`config.mk`:
```
export PLATFORM = sky130hd
export DESIGN_NAME = mult_arbiter_flat
export DESIGN_NICKNAME = d
export VERILOG_FILES = /design/src/rtl/mult_arbiter_pkg.sv /design/src/rtl/mult_arbiter_if.sv /design/src/rtl/mult_arbiter_rr_arbiter.sv /design/src/rtl/mult_arbiter.sv /design/src/flat_wrapper.sv
export SDC_FILE = /design/constraint.sdc
export NUM_CORES = 1
export LEC_CHECK = 0
export BUFFER_PORTS_ARGS = -buffer_cell sky130_fd_sc_hd__buf_2
export CORE_MARGIN = 1
export CORE_UTILIZATION = 52
export DETAILED_ROUTE_END_ITERATION = 12
export PLACE_DENSITY_LB_ADDON = 0.1
export SLEW_MARGIN = 20
export SYNTH_ARGS = -nofsm -noshare
export SYNTH_HDL_FRONTEND = slang
export SYNTH_HIERARCHICAL = 1
export SYNTH_SLANG_ARGS = --single-unit
```
`constraint.sdc`:
```
create_clock -name clk -period 5.4 [get_ports clk]
set_input_delay 1.08 -clock clk [delete_from_list [all_inputs] [get_ports clk]]
set_output_delay 1.08 -clock clk [all_outputs]
set_load 0.03 [all_outputs]
```
`src/rtl/mult_arbiter_pkg.sv`:
```
// Shared constants and state encoding for the arbitrated multiplier controller.
// Holds the default operand width, requester count and timeout.
package mult_ctrl_pkg;

    localparam int DEF_N       = 4;
    localparam int DEF_R       = 3;
    localparam int DEF_TIMEOUT = 4 * DEF_N;

    typedef enum logic [1:0] {
        ST_IDLE  = 2'd0,
        ST_ISSUE = 2'd1,
        ST_WAIT  = 2'd2,
        ST_RESP  = 2'd3
    } state_e;

    // Width of a requester index; a single requester still needs one bit.
    function automatic int idx_w(input int r);
        return (r > 1) ? $clog2(r) : 1;
    endfunction

endpackage

```
`src/rtl/mult_arbiter_if.sv`:
```
// Requester, response and multiplier signals of the arbiter, bundled.
// slave = arbiter side; master = requesters plus the multiplier.
interface mult_arbiter_if
    import mult_ctrl_pkg::*;
#(
    parameter int N = DEF_N,
    parameter int R = DEF_R
);
    logic [R-1:0]     req_valid;
    logic [R*N-1:0]   req_a;
    logic [R*N-1:0]   req_b;
    logic [R-1:0]     req_ready;
    logic [R-1:0]     rsp_valid;
    logic [2*N-1:0]   rsp_result;
    logic             rsp_error;
    logic [R-1:0]     rsp_ready;
    logic             mul_start;
    logic [N-1:0]     mul_a;
    logic [N-1:0]     mul_b;
    logic [2*N-1:0]   mul_result;
    logic             mul_done;

    modport slave (
        input  req_valid, req_a, req_b, rsp_ready, mul_result, mul_done,
        output req_ready, rsp_valid, rsp_result, rsp_error, mul_start, mul_a, mul_b
    );

    modport master (
        output req_valid, req_a, req_b, rsp_ready, mul_result, mul_done,
        input  req_ready, rsp_valid, rsp_result, rsp_error, mul_start, mul_a, mul_b
    );

endinterface

```
`src/rtl/mult_arbiter_rr_arbiter.sv`:
```
// Round-robin pick: the first requester after last_i (wrapping) wins.
// Purely combinational, zero latency; no backpressure of its own.
module rr_arbiter
    import mult_ctrl_pkg::*;
#(
    parameter int R  = DEF_R,
    parameter int IW = idx_w(R)
) (
    input  logic [R-1:0]  req_i,
    input  logic [IW-1:0] last_i,
    output logic [R-1:0]  grant_o,
    output logic [IW-1:0] idx_o,
    output logic          any_o
);
    logic [IW-1:0] pos;

    always_comb begin
        idx_o = '0;
        any_o = 1'b0;
        pos   = '0;
        // Walk from farthest to nearest so the nearest match overwrites the rest.
        for (int i = R; i >= 1; i--) begin
            pos = IW'((int'(last_i) + i) % R);
            if (req_i[pos]) begin
                idx_o = pos;
                any_o = 1'b1;
            end
        end
        grant_o = any_o ? (R'(1) << idx_o) : '0;
    end

endmodule

```
`src/rtl/mult_arbiter.sv`:
```
// Shares one multiplier among R requesters, round-robin, one op in flight.
// Latency: grant, 1 issue cycle, multiplier time (<= TIMEOUT), then response held until rsp_ready.
module mult_arbiter
    import mult_ctrl_pkg::*;
#(
    parameter int N       = DEF_N,
    parameter int R       = DEF_R,
    parameter int TIMEOUT = 4 * N
) (
    input  logic          clk,
    input  logic          rst,
    mult_arbiter_if.slave bus
);
    localparam int IW   = idx_w(R);
    localparam int CNTW = $clog2(TIMEOUT + 1);

    state_e          state_q, state_d;
    logic [IW-1:0]   grant_q, grant_d;
    logic [IW-1:0]   last_q, last_d;
    logic [N-1:0]    a_q, a_d;
    logic [N-1:0]    b_q, b_d;
    logic [2*N-1:0]  res_q, res_d;
    logic            err_q, err_d;
    logic [CNTW-1:0] cnt_q, cnt_d;
    logic [R-1:0]    arb_grant;
    logic [R-1:0]    req_rdy_c;
    logic [IW-1:0]   arb_idx;
    logic            arb_any;

    rr_arbiter #(.R(R), .IW(IW)) u_rr (
        .req_i   (bus.req_valid),
        .last_i  (last_q),
        .grant_o (arb_grant),
        .idx_o   (arb_idx),
        .any_o   (arb_any)
    );

    always_ff @(posedge clk) begin
        if (rst) begin
            state_q <= ST_IDLE;
            grant_q <= '0;
            last_q  <= IW'(R - 1);
            a_q     <= '0;
            b_q     <= '0;
            res_q   <= '0;
            err_q   <= 1'b0;
            cnt_q   <= '0;
        end else begin
            state_q <= state_d;
            grant_q <= grant_d;
            last_q  <= last_d;
            a_q     <= a_d;
            b_q     <= b_d;
            res_q   <= res_d;
            err_q   <= err_d;
            cnt_q   <= cnt_d;
        end
    end

    always_comb begin
        state_d   = state_q;
        grant_d   = grant_q;
        last_d    = last_q;
        a_d       = a_q;
        b_d       = b_q;
        res_d     = res_q;
        err_d     = err_q;
        cnt_d     = cnt_q;
        req_rdy_c = '0;
        case (state_q)
            ST_IDLE: begin
                if (arb_any) begin
                    grant_d   = arb_idx;
                    req_rdy_c = arb_grant;
                    for (int i = 0; i < R; i++) begin
                        if (arb_idx == IW'(i)) begin
                            a_d = bus.req_a[i*N +: N];
                            b_d = bus.req_b[i*N +: N];
                        end
                    end
                    state_d = ST_ISSUE;
                end
            end
            ST_ISSUE: begin
                cnt_d   = '0;
                state_d = ST_WAIT;
            end
            ST_WAIT: begin
                cnt_d = cnt_q + CNTW'(1);
                if (bus.mul_done) begin
                    res_d   = bus.mul_result;
                    err_d   = 1'b0;
                    state_d = ST_RESP;
                end else if (cnt_d == CNTW'(TIMEOUT)) begin
                    res_d   = '0;
                    err_d   = 1'b1;
                    state_d = ST_RESP;
                end
            end
            ST_RESP: begin
                // Only the granted requester's rsp_ready completes the handshake.
                if (bus.rsp_ready[grant_q]) begin
                    last_d  = grant_q;
                    state_d = ST_IDLE;
                end
            end
            default: state_d = ST_IDLE;
        endcase
    end

    assign bus.req_ready  = rst ? '0 : req_rdy_c;
    assign bus.rsp_valid  = (state_q == ST_RESP) ? (R'(1) << grant_q) : '0;
    assign bus.rsp_result = res_q;
    assign bus.rsp_error  = err_q;
    assign bus.mul_start  = (state_q == ST_ISSUE);
    assign bus.mul_a      = a_q;
    assign bus.mul_b      = b_q;

endmodule

```
`src/flat_wrapper.sv`:
```
// flat-port wrapper written by rule: the top's interface ports become plain ports
module mult_arbiter_flat import mult_ctrl_pkg::*;
#(
    parameter int N       = DEF_N,
    parameter int R       = DEF_R,
    parameter int TIMEOUT = 4 * N
)
  (clk, rst, bus_req_valid, bus_req_a, bus_req_b, bus_rsp_ready, bus_mul_result, bus_mul_done, bus_req_ready, bus_rsp_valid, bus_rsp_result, bus_rsp_error, bus_mul_start, bus_mul_a, bus_mul_b);
  mult_arbiter_if #(.N(N), .R(R)) bus_i ();
  input  logic clk;
  input  logic rst;
  input wire logic [$bits(bus_i.req_valid)-1:0] bus_req_valid;
  input wire logic [$bits(bus_i.req_a)-1:0] bus_req_a;
  input wire logic [$bits(bus_i.req_b)-1:0] bus_req_b;
  input wire logic [$bits(bus_i.rsp_ready)-1:0] bus_rsp_ready;
  input wire logic [$bits(bus_i.mul_result)-1:0] bus_mul_result;
  input wire logic [$bits(bus_i.mul_done)-1:0] bus_mul_done;
  output wire logic [$bits(bus_i.req_ready)-1:0] bus_req_ready;
  output wire logic [$bits(bus_i.rsp_valid)-1:0] bus_rsp_valid;
  output wire logic [$bits(bus_i.rsp_result)-1:0] bus_rsp_result;
  output wire logic [$bits(bus_i.rsp_error)-1:0] bus_rsp_error;
  output wire logic [$bits(bus_i.mul_start)-1:0] bus_mul_start;
  output wire logic [$bits(bus_i.mul_a)-1:0] bus_mul_a;
  output wire logic [$bits(bus_i.mul_b)-1:0] bus_mul_b;
  assign bus_i.req_valid = bus_req_valid;
  assign bus_i.req_a = bus_req_a;
  assign bus_i.req_b = bus_req_b;
  assign bus_i.rsp_ready = bus_rsp_ready;
  assign bus_i.mul_result = bus_mul_result;
  assign bus_i.mul_done = bus_mul_done;
  assign bus_req_ready = bus_i.req_ready;
  assign bus_rsp_valid = bus_i.rsp_valid;
  assign bus_rsp_result = bus_i.rsp_result;
  assign bus_rsp_error = bus_i.rsp_error;
  assign bus_mul_start = bus_i.mul_start;
  assign bus_mul_a = bus_i.mul_a;
  assign bus_mul_b = bus_i.mul_b;
  mult_arbiter #(.N(N), .R(R), .TIMEOUT(TIMEOUT)) u_core (.clk(clk), .rst(rst), .bus(bus_i));
endmodule
```
==> impl_metrics.tcl <==
set metrics [dict create \
    netSwitchingFraction_pct 44.0 \
    synth_top_flop_cell "dfxtp_1" \
    max_freq_ghz 0.264 \
    via_per_inst 5.15 \
    cts_root_buf "clkbuf_4" \
    grt_max_degree 33 \
    cts_setup_buffers 0 \
    p_int_mw 0.412 \
    cts.sinks 28 \
    fp.dieH_um 58.7 \
    place.gp.congestion 0.827 \
    cts_tree "yes" \
    place_hpwl_um 2660 \
    areaGrowthSynthToFinish_pct 21.5 \
    async_reset_ff_share_pct 0 \
    setup_violations 0 \
    max_slew.worst_pin.slew_ps 922 \
    critPathArrivalTime_ps 2710 \
    status "complete, no violations" \
    syn-instance-count 204 \
    grt_usage_pct 21.9 \
    ys_seq_area_share_pct 33.5 \
    die_area_um2 3450 \
    fillCellCount 295 \
    rows 20 \
    syn_area_per_cell_um2 8.21 \
    power_leakage_nw 0.915 \
    cp-start-kind "input port" \
    final_area_um2 2030 \
    p_switching_mw 0.324 \
    whs_ps 480 \
    synth-edff-count 0 \
    vias 1572 \
    wl_per_cell_um 11.7 \
    place_inst 301 \
    regArea_um2 561 \
    nets 312 \
    clk_pin_slew_worst_paths_ps 150 \
    diodes 0 \
    route.detailed.drc 0 \
    clock_latency_ps 330 \
    ys_ff_latch 28 \
    endpoint_kind "primary output" \
    p_comb_share_pct 48.9 \
    die_w_um 58.7 \
    final_util_pct 66.6 \
    drtIter0Drc 104 \
    critical_path_class "in -> out" \
    relSlewSlack_pct 38.5 \
    core_um2 3050 \
    path_max_fanout 12 \
    ios 65 \
    final-hold-violation-count 0 \
    grt_pass1_vias 1405 \
    syn-cell-area_um2 1670 \
    ctsHtreeMaxLevel 1 \
    max_cap_viol_count 0 \
    cts_resized 0 \
    drt_pre_antenna_iters 4 \
    syn_nets 254 \
    start_util_pct 54.8 \
    overflow 0 \
    cp_slowest_cell "a21oi_1" \
    maxSlewViolCount 0 \
    hold_class "reg -> reg" \
    crit_path_max_incr_delay_ps 750 \
    wl_um 3570 \
    cts_buffers 3 \
    netlist-cell-type-count 36 \
    cts_hold_repair.buffers 0 \
    clock_path_buffers 2 \
    grt_pass1_wl_um 5930 \
    p_seq_share_pct 37.2 \
    drt.antenna.violating_nets 0 \
    crit_required_ps 4320 \
    grt_setup_unrepaired "no" \
    ir_drop_mv 0.267 \
    powerDensity_nw_per_um2 362 \
    setup_tns_ps 0 \
    layout-drive-gt1-share_pct 31.4 \
    post-route-period-util_pct 70.1 \
    synth_warnings 6 \
    p_clk_share_pct 13.8 \
    ff2ff_setup_slack_ps 2680 \
    antenna_found_initial 0 \
    layout.cells.non_filler 305 \
    portBuffers 64 \
    skew_ps 5.74 \
    post_dp_cell_area_um2 2000 \
    multi_input_comb_area_um2 1030 \
    path_cells "buf_2, nor3b_1, o21bai_1, a21oi_1, a211oi_1, nor3b_1, buf_2" \
    period_minus_slack_ps 3790 \
]
flip-flops by register name, summed over array words and instances, names as in the netlist:
| register | count |
|---|---|
| u_core/bus.rsp_error | 1 |
| u_core/grant_q | 2 |
| u_core/last_q | 2 |
| u_core/bus.rsp_result | 8 |
| u_core/bus.mul_a | 4 |
| u_core/state_q | 2 |
| u_core/cnt_q | 5 |
| u_core/bus.mul_b | 4 |
per-layer routing:
metal,part of all wire [%],global-route usage (%),routed length [µm]
met1,48,27.4,1720
met2,47,39.0,1680
met3,4.4,5.49,158
met4,0.28,3.06,10
met5,0,0,0
layout make-up:
cell class	count	area share, %
Timing Repair Buffer	64	15.7
Sequential cell	28	27.6
Inverter	8	1.48
Tap cell	44	2.71
Clock buffer	4	1.78
Multi-Input combinational cell	157	50.7
cell families after synthesis:
kind of cell	Yosys count	share of synthesized area, %
AND/OR/NAND/NOR	72	22.4
multiplexers	13	8.37
AO/OA/AOI/OAI	63	24.1
flip-flops	28	33.5
adder cells (fa/ha/maj)	9	6.73
buffers and inverters	19	4.86
synth_stat cells, types with 2 or more instances:
cell,instances,share of area (%)
clkbuf_1,6,1.3
nor2b_1,4,1.5
a211oi_1,9,4.0
and2_1,5,1.9
nand3_1,3,0.90
o22ai_1,8,3.0
inv_1,8,1.8
buf_2,2,0.60
o21ai_0,14,4.2
nand3b_1,3,1.3
ha_1,9,6.7
buf_1,2,0.45
a21oi_1,20,6.0
nor2_1,14,3.1
mux2i_1,5,3.0
mux2_2,8,5.4
nor3_1,3,0.90
a31oi_1,2,0.75
and3b_1,2,1.0
dfxtp_1,28,33
nor3b_1,6,2.7
nand2b_1,6,2.2
nand2_1,24,5.4
cell usage in the layout, fill, tap and decap left out, types with 9 or more instances in the layout:
master     n
ha_1       9
nand2_1   24
a211oi_1   9
buf_2     64
a21oi_1   20
dfxtp_1   28
o21ai_0   14
nor2_1    14
power groups by stage:
stage               combinational (mW)  clock, mW  sequential (mW)
floorplan                        0.216          0            0.333
global placement                 0.357          0            0.278
detailed placement               0.359          0            0.278
CTS                              0.360      0.106            0.274
global route                     0.397      0.115            0.280
finish                           0.360      0.102            0.274
critical path: cells and delay by family:
family | cells | cell delay [ps]
and+or+nand+nor | 2 | 350
AOI/OAI and AO/OA | 3 | 930
buffers and inverters | 2 | 340
metrics by stage:
stage | setup slack (ps) | total power, mW
2_1_floorplan | 1790 | 0.549
3_3_place_gp | 1660 | 0.635
3_5_place_dp | 1630 | 0.637
4_1_cts | 1630 | 0.740
5_1_grt | 1360 | 0.791
6_report | 1610 | 0.736
worst paths after layout:
path / cells after the start / endpoint / from
min: 2 / u_core/bus.rsp_result[3] / u_core/bus.rsp_result[3]
min reg2reg: 2 / u_core/bus.rsp_result[3] / u_core/bus.rsp_result[3]
max: 7 / bus_req_ready[0] / bus_req_valid[0]
max reg2reg: 9 / u_core/bus.mul_b[0] / u_core/last_q[0]
Note: power is estimated with default switching activity, not from simulation.
